--- config.mk ---
export PLATFORM = sky130hd
export DESIGN_NAME = hdmi_cfg_seq
export DESIGN_NICKNAME = d
export VERILOG_FILES = /design/src/rtl/hdmi_cfg_seq_pkg.sv /design/src/rtl/hdmi_cfg_seq_rom.sv /design/src/rtl/hdmi_cfg_seq.sv
export SDC_FILE = /design/constraint.sdc
export NUM_CORES = 1
export LEC_CHECK = 0
export ABC_CLOCK_PERIOD_IN_PS = 2500
export CELL_PAD_IN_SITES_DETAIL_PLACEMENT = 2
export CELL_PAD_IN_SITES_GLOBAL_PLACEMENT = 2
export CORE_ASPECT_RATIO = 1.2
export CORE_MARGIN = 1
export CORE_UTILIZATION = 31
export DETAILED_ROUTE_END_ITERATION = 10
export HOLD_SLACK_MARGIN = 0.03
export PLACE_DENSITY_LB_ADDON = 0.1
export REMOVE_ABC_BUFFERS = 1
export SLEW_MARGIN = 25
export SYNTH_ARGS = -nofsm -noshare
export SYNTH_HDL_FRONTEND = slang
export SYNTH_SLANG_ARGS = --single-unit
export TNS_END_PERCENT = 20
--- constraint.sdc ---
create_clock -name i_clk -period 2.5 [get_ports i_clk]
set_input_delay 0.375 -clock i_clk [delete_from_list [all_inputs] [get_ports i_clk]]
set_output_delay 0.375 -clock i_clk [all_outputs]
set_load 0.02 [all_outputs]
--- src/rtl/hdmi_cfg_seq_pkg.sv ---
// Shared types and constants for the HDMI transmitter power-up configuration
// sequencer: FSM state encoding, configuration table entry layout, device address.
package hdmi_cfg_seq_pkg;

    // 7-bit I2C address of the HDMI transmitter.
    localparam logic [6:0] HDMI_I2C_ADDR = 7'h39;

    // Number of entries actually populated in the init table.
    localparam int ROM_DEPTH = 16;

    // Sequencer states.
    typedef enum logic [2:0] {
        WAIT_PWR = 3'd0,
        ISSUE    = 3'd1,
        WAIT_ACK = 3'd2,
        GAP      = 3'd3,
        DONE     = 3'd4,
        ERROR    = 3'd5
    } cfg_state_t;

    // One configuration write: transmitter register sub-address and data byte.
    typedef struct packed {
        logic [7:0] reg_addr;
        logic [7:0] data;
    } cfg_entry_t;

    // Counter width for a count of n cycles; never narrower than one bit so
    // that a parameter of 1 still yields a legal vector.
    function automatic int cnt_width(input int n);
        return (n > 1) ? $clog2(n) : 1;
    endfunction

endpackage

--- src/rtl/hdmi_cfg_seq_rom.sv ---
// Transmitter init table: combinational lookup from entry index to
// (register, value). Indices past the populated table return {8'hFF, 8'h00}.
module hdmi_cfg_seq_rom
    import hdmi_cfg_seq_pkg::*;
(
    input  logic [7:0] i_index,
    output cfg_entry_t o_entry
);

    // Table lookup; out-of-range indices fall through to the filler entry.
    always_comb begin
        o_entry = '{reg_addr: 8'hFF, data: 8'h00};
        case (i_index)
            8'd0:  o_entry = '{reg_addr: 8'h41, data: 8'h10}; // power up TX
            8'd1:  o_entry = '{reg_addr: 8'h98, data: 8'h03}; // fixed init
            8'd2:  o_entry = '{reg_addr: 8'h9A, data: 8'hE0}; // fixed init
            8'd3:  o_entry = '{reg_addr: 8'h9C, data: 8'h30}; // PLL filter
            8'd4:  o_entry = '{reg_addr: 8'h9D, data: 8'h61}; // clock divide
            8'd5:  o_entry = '{reg_addr: 8'hA2, data: 8'hA4}; // fixed init
            8'd6:  o_entry = '{reg_addr: 8'hA3, data: 8'hA4}; // fixed init
            8'd7:  o_entry = '{reg_addr: 8'hE0, data: 8'hD0}; // fixed init
            8'd8:  o_entry = '{reg_addr: 8'hF9, data: 8'h00}; // fixed I2C addr
            8'd9:  o_entry = '{reg_addr: 8'h15, data: 8'h00}; // input ID: RGB 4:4:4
            8'd10: o_entry = '{reg_addr: 8'h16, data: 8'h30}; // 8-bit colour depth
            8'd11: o_entry = '{reg_addr: 8'h17, data: 8'h02}; // 16:9 aspect
            8'd12: o_entry = '{reg_addr: 8'h18, data: 8'h46}; // CSC off
            8'd13: o_entry = '{reg_addr: 8'hAF, data: 8'h06}; // HDMI mode
            8'd14: o_entry = '{reg_addr: 8'h40, data: 8'h80}; // GC packet enable
            8'd15: o_entry = '{reg_addr: 8'h55, data: 8'h10}; // AVI: RGB
            default: o_entry = '{reg_addr: 8'hFF, data: 8'h00};
        endcase
    end

endmodule

--- src/rtl/hdmi_cfg_seq.sv ---
// HDMI transmitter power-up configuration sequencer. After a startup delay it
// walks the init table and issues one I2C write per entry to the byte-level
// I2C master, retrying NACKed or timed-out writes, then reports done or error.
//
// Master handshake: o_i2c_req is a level. Once raised it stays high, with
// o_i2c_dev_addr/o_i2c_reg_addr/o_i2c_wdata held stable, until the master
// returns a one-cycle i_i2c_done (i_i2c_nack qualifies it) or the per-attempt
// timeout expires; req drops the cycle after either is seen. Reset may drop
// req before done arrives, and the master has to tolerate that.
module hdmi_cfg_seq
    import hdmi_cfg_seq_pkg::*;
#(
    parameter logic [6:0] DEV_ADDR      = HDMI_I2C_ADDR,
    parameter int         NUM_ENTRIES   = 16,
    parameter int         STARTUP_DELAY = 4190,
    parameter int         GAP_CYCLES    = 8,
    parameter int         TIMEOUT       = 2048,
    parameter int         MAX_RETRY     = 3
) (
    input  logic       i_clk,
    input  logic       i_rst,
    input  logic       i_start,
    output logic       o_i2c_req,
    output logic [6:0] o_i2c_dev_addr,
    output logic [7:0] o_i2c_reg_addr,
    output logic [7:0] o_i2c_wdata,
    input  logic       i_i2c_done,
    input  logic       i_i2c_nack,
    output logic       o_cfg_busy,
    output logic       o_cfg_done,
    output logic       o_cfg_error,
    output logic [7:0] o_cfg_index,
    output cfg_state_t o_state
);

    localparam int PWR_W = cnt_width(STARTUP_DELAY);
    localparam int GAP_W = cnt_width(GAP_CYCLES);
    localparam int TO_W  = cnt_width(TIMEOUT);
    localparam int RTY_W = cnt_width(MAX_RETRY + 1);

    // Terminal counts, cast to the counter widths so compares are width-exact.
    localparam logic [PWR_W-1:0] PWR_LAST   = PWR_W'(STARTUP_DELAY - 1);
    localparam logic [GAP_W-1:0] GAP_LAST   = GAP_W'(GAP_CYCLES - 1);
    localparam logic [TO_W-1:0]  TO_LAST    = TO_W'(TIMEOUT - 1);
    localparam logic [RTY_W-1:0] RETRY_MAX  = RTY_W'(MAX_RETRY);
    localparam logic [7:0]       INDEX_LAST = 8'(NUM_ENTRIES - 1);

    cfg_state_t       r_state;
    logic [PWR_W-1:0] r_pwr_cnt;
    logic [GAP_W-1:0] r_gap_cnt;
    logic [TO_W-1:0]  r_to_cnt;
    logic [RTY_W-1:0] r_retry;
    logic [7:0]       r_index;
    logic             r_req;
    logic [7:0]       r_reg_addr;
    logic [7:0]       r_wdata;
    logic             r_busy;
    logic             r_done;
    logic             r_error;

    cfg_entry_t       w_entry;
    logic             w_ack_ok;
    logic             w_ack_fail;

    hdmi_cfg_seq_rom u_rom (
        .i_index (r_index),
        .o_entry (w_entry)
    );

    // Attempt outcome in WAIT_ACK. A done arriving on the timeout terminal
    // count is taken as the master's answer, so done is checked first.
    assign w_ack_ok   = i_i2c_done && !i_i2c_nack;
    assign w_ack_fail = (i_i2c_done && i_i2c_nack) ||
                        (!i_i2c_done && (r_to_cnt == TO_LAST));

    // Sequencer FSM: counters, table index, retries and all registered outputs.
    always_ff @(posedge i_clk) begin
        if (i_rst) begin
            r_state    <= WAIT_PWR;
            r_pwr_cnt  <= '0;
            r_gap_cnt  <= '0;
            r_to_cnt   <= '0;
            r_retry    <= '0;
            r_index    <= 8'd0;
            r_req      <= 1'b0;
            r_reg_addr <= 8'd0;
            r_wdata    <= 8'd0;
            r_busy     <= 1'b1;
            r_done     <= 1'b0;
            r_error    <= 1'b0;
        end else begin
            case (r_state)
                WAIT_PWR: begin
                    if (r_pwr_cnt == PWR_LAST) begin
                        r_pwr_cnt <= '0;
                        r_index   <= 8'd0;
                        r_state   <= ISSUE;
                    end else begin
                        r_pwr_cnt <= r_pwr_cnt + 1'b1;
                    end
                end

                ISSUE: begin
                    // Address/data are captured here and held for the whole attempt.
                    r_reg_addr <= w_entry.reg_addr;
                    r_wdata    <= w_entry.data;
                    r_req      <= 1'b1;
                    r_to_cnt   <= '0;
                    r_state    <= WAIT_ACK;
                end

                WAIT_ACK: begin
                    if (w_ack_ok) begin
                        r_req   <= 1'b0;
                        r_retry <= '0;
                        if (r_index == INDEX_LAST) begin
                            r_done  <= 1'b1;
                            r_busy  <= 1'b0;
                            r_state <= DONE;
                        end else begin
                            r_index <= r_index + 8'd1;
                            r_state <= GAP;
                        end
                    end else if (w_ack_fail) begin
                        r_req <= 1'b0;
                        if (r_retry < RETRY_MAX) begin
                            r_retry <= r_retry + 1'b1;
                            r_state <= GAP;
                        end else begin
                            // Index stays on the failing entry for diagnosis.
                            r_error <= 1'b1;
                            r_busy  <= 1'b0;
                            r_state <= ERROR;
                        end
                    end else begin
                        r_to_cnt <= r_to_cnt + 1'b1;
                    end
                end

                GAP: begin
                    if (r_gap_cnt == GAP_LAST) begin
                        r_gap_cnt <= '0;
                        r_state   <= ISSUE;
                    end else begin
                        r_gap_cnt <= r_gap_cnt + 1'b1;
                    end
                end

                DONE: begin
                    // Re-run skips the startup delay: the transmitter is already powered.
                    if (i_start) begin
                        r_done  <= 1'b0;
                        r_busy  <= 1'b1;
                        r_index <= 8'd0;
                        r_retry <= '0;
                        r_state <= ISSUE;
                    end
                end

                ERROR: begin
                    if (i_start) begin
                        r_error <= 1'b0;
                        r_busy  <= 1'b1;
                        r_index <= 8'd0;
                        r_retry <= '0;
                        r_state <= ISSUE;
                    end
                end

                default: begin
                    r_state <= WAIT_PWR;
                end
            endcase
        end
    end

    assign o_i2c_req      = r_req;
    assign o_i2c_dev_addr = DEV_ADDR;
    assign o_i2c_reg_addr = r_reg_addr;
    assign o_i2c_wdata    = r_wdata;
    assign o_cfg_busy     = r_busy;
    assign o_cfg_done     = r_done;
    assign o_cfg_error    = r_error;
    assign o_cfg_index    = r_index;
    assign o_state        = r_state;

endmodule

==> qor.json <==
{
  "yosys": {
    "syn_area_per_cell_um2": 8.851,
    "synth_largest_area_cell": "sky130_fd_sc_hd__dfxtp_1",
    "netlist_area_um2": 3602,
    "synth-seq-cells": 74,
    "ys.flop_type": "sky130_fd_sc_hd__dfxtp_1",
    "synthTopCellsByCount": "sky130_fd_sc_hd__dfxtp_1, sky130_fd_sc_hd__nor2_1, sky130_fd_sc_hd__a21oi_1",
    "top_count_cell_post_synth": "sky130_fd_sc_hd__dfxtp_1",
    "synth_top_family_by_area": "simple AND/OR/NAND/NOR gates",
    "top_area_cell_type_share_of_the_netlist_area": 0.4113,
    "syn-instance-count": 407,
    "yosysSeqAreaShare": 0.4113,
    "synth_adder_area_share": 0.04863,
    "synth.mux.area_fraction": 0.04307,
    "synthXorXnorAreaFrac": 0.04898,
    "yosys-top-cells-area": "sky130_fd_sc_hd__dfxtp_1, sky130_fd_sc_hd__nor2_1, sky130_fd_sc_hd__ha_1",
    "synth_edf_count": 0,
    "synth-compound-area-share": 0.1699,
    "ys_async_sr_fraction": 0,
    "synth_simple_gate_area_share": 0.2199,
    "yosysWarnings": 0,
    "post_synth_num_cell_types": 62
  },
  "route": {
    "routed_via_density": 4.968,
    "post_drt_wl_per_cell_um": 17.04,
    "routed-via-count": 3234,
    "drt_first_pass_iters": 4,
    "wl_um": 11090,
    "drt_iter0_markers": 95,
    "ant_nets": 0,
    "detail_route.drc_violations": 0
  },
  "power": {
    "irDropWorstVdd_mv": 0.3544,
    "switching_portion_of_total_power": 0.3268,
    "post-layout-total-power_mw": 4.611,
    "clkPwrFrac": 0.354,
    "switch_pwr_mw": 1.507,
    "p_comb_frac": 0.342,
    "internal_power_mw": 3.104,
    "seq_power_share": 0.304,
    "static-leakage-power_nw": 1.994,
    "pwr_density_cell_nw_per_um2": 945.4
  },
  "placed_design": {
    "gp_routability_congestion": 0.8465,
    "post-dp-hpwl_um": 8390,
    "port_buffers": 34,
    "placed_cell_area_um2": 4444,
    "pre_cts_ws_ns": -0.2750,
    "placedCellCount": 633
  },
  "sta": {
    "hold_viol": 0,
    "post-route-worst-setup-slack_ns": 0.03496,
    "post-route-period-util": 0.9860,
    "drv_slew": 0,
    "finalSetupViolCount": 0,
    "clock_skew_ns": 0.005321,
    "fmax_achieved_mhz": 405.7,
    "whs_ns": 0.4446,
    "fin_crit_ns": 2.465,
    "max_slew.worst_pin.slew_ns": 0.5064,
    "setup_total_negative_slack_ns": 0,
    "slew_headroom": 0.6611
  },
  "clock_tree": {
    "cts.clk_slew.worst_paths_ns": 0.06,
    "cts_num_sinks": 74,
    "cts_inserted_buffers": 9,
    "cts_root_cell": "sky130_fd_sc_hd__clkbuf_16",
    "clockBufferDepth": 2,
    "worstSkewPairLatency_ns": 0.33,
    "cts_tree": "yes",
    "cts_max_level": 3
  },
  "final_layout": {
    "antennaDiodeCount": 0,
    "final_core_util": 0.4357,
    "drive_above_1_share": 0.2133,
    "final-instance-count-excl-fill": 651,
    "fin_nets": 511,
    "area_delta_synth_final_pct": 35.39,
    "fin_area_um2": 4877
  },
  "flow_run": {
    "drv.max_cap_violation_count": 0
  },
  "global_route": {
    "gr-total-overflow": 0,
    "grt_max_degree": 18,
    "antenna_found_initial": 0,
    "groute.usage.overall": 0.1946,
    "grt_pass1_wl_um": 18100,
    "first_global_vias": 3657
  },
  "critical_path": {
    "startpoint_type_of_the_worst_setup_path": "flip-flop",
    "setup.worst_path.class": "flip-flop to flip-flop",
    "r2r_cells": 8,
    "cp-end-kind": "flip-flop",
    "critical_path_required_ns": 2.75,
    "crit_path_max_fanout": 3,
    "cp_data_arrival_time_ns": 2.72
  },
  "floorplan": {
    "die_area_um2": 12060,
    "die-height_um": 120.1,
    "number_of_placement_rows": 42,
    "floorplan.initialDensity": 0.3218,
    "io-pin-count": 43,
    "core_area_um2": 11190,
    "die_x_um": 100.4
  },
  "worst_hold_path": {
    "worst_hold_class": "flip-flop to flip-flop",
    "hold_path_depth": 1
  },
  "outcome": {
    "run_status": "completed"
  }
}
-- final timing paths --
kind             startpoint        endpoint  slack (ns)
max          o_cfg_index[6]       flip-flop        0.03
min reg2reg       flip-flop  o_i2c_wdata[2]        0.44
min               flip-flop  o_i2c_wdata[2]        0.44
max reg2reg  o_cfg_index[6]       flip-flop        0.03
-- cells by family (layout without fill, tap and decap cells) --
family,after synthesis,in the layout
xor gates and xnor gates,18,18
muxes,15,15
DFF,74,74
and+or+nand+nor,159,159
buffers and inverters,39,123
AOI/OAI and AO/OA,86,86
adders and majority gates,14,14
other,2,8
-- power groups by stage --
stage	Combinational (mW)	Clock, mW	Sequential (mW)
detailed placement	1.55	0	1.43
floorplan	0.733	0	1.51
finish	1.58	1.63	1.40
global placement	1.52	0	1.43
CTS	1.59	1.67	1.40
global route	1.73	1.72	1.42
-- worst max-delay path: stages, from the launching register on --
cell and delay, ns:
sky130_fd_sc_hd__dfxtp_1 0.31, sky130_fd_sc_hd__or4_4 0.55, sky130_fd_sc_hd__o211a_4 0.28, sky130_fd_sc_hd__o21ai_4 0.18, sky130_fd_sc_hd__mux2_4 0.36, sky130_fd_sc_hd__buf_4 0.17, sky130_fd_sc_hd__ha_1 0.19, sky130_fd_sc_hd__o21a_1 0.18
sky130_fd_sc_hd__a31oi_1 0.16
-- area by class of cell --
cell class                 instances  area, um^2
sequential                        74        1483
multi-input combinational        300        1986
timing repair buffer              94       790.8
clock inverter                     7       148.9
inverter                          13       51.30
fill                            1239        6316
tap                              154       192.7
clock buffer                       9       225.2
-- repair_timing --
item,4_1_cts,5_1_grt
hold buffers,0,0
pin swaps,1,6
buffers inserted,1,1
endpoints found under the setup margin,13,13
resized for setup,4,11
-- cell usage in the layout, fill, tap and decap left out, drive strengths merged, types with 5 or more instances in the layout --
| cell type | Yosys | routed |
|---|---|---|
| inv | 13 | 15 |
| nand4 | 5 | 5 |
| xor2 | 8 | 8 |
| a21oi | 25 | 25 |
| nand2 | 22 | 22 |
| conb | 2 | 8 |
| a31oi | 7 | 7 |
| or3 | 7 | 7 |
| mux2i | 11 | 11 |
| nand3 | 11 | 11 |
| clkdlybuf4s50 | 0 | 34 |
| and3 | 7 | 7 |
| dfxtp | 74 | 74 |
| nor3b | 6 | 6 |
| a22o | 9 | 9 |
| clkbuf | 9 | 9 |
| buf | 17 | 60 |
| nor3 | 18 | 18 |
| o21ai | 14 | 14 |
| xnor2 | 10 | 10 |
| nor2 | 60 | 60 |
| ha | 14 | 14 |
-- per-layer routing --
layer,track usage,routed length (um),vias up
met4,0.04982,119,0
met1,0.2168,4600,1619
met5,0,0,-
met2,0.3733,6200,24
met3,0.03378,170,7
li1,-,-,1584
No activity file was read; power rests on OpenSTA's default activity.
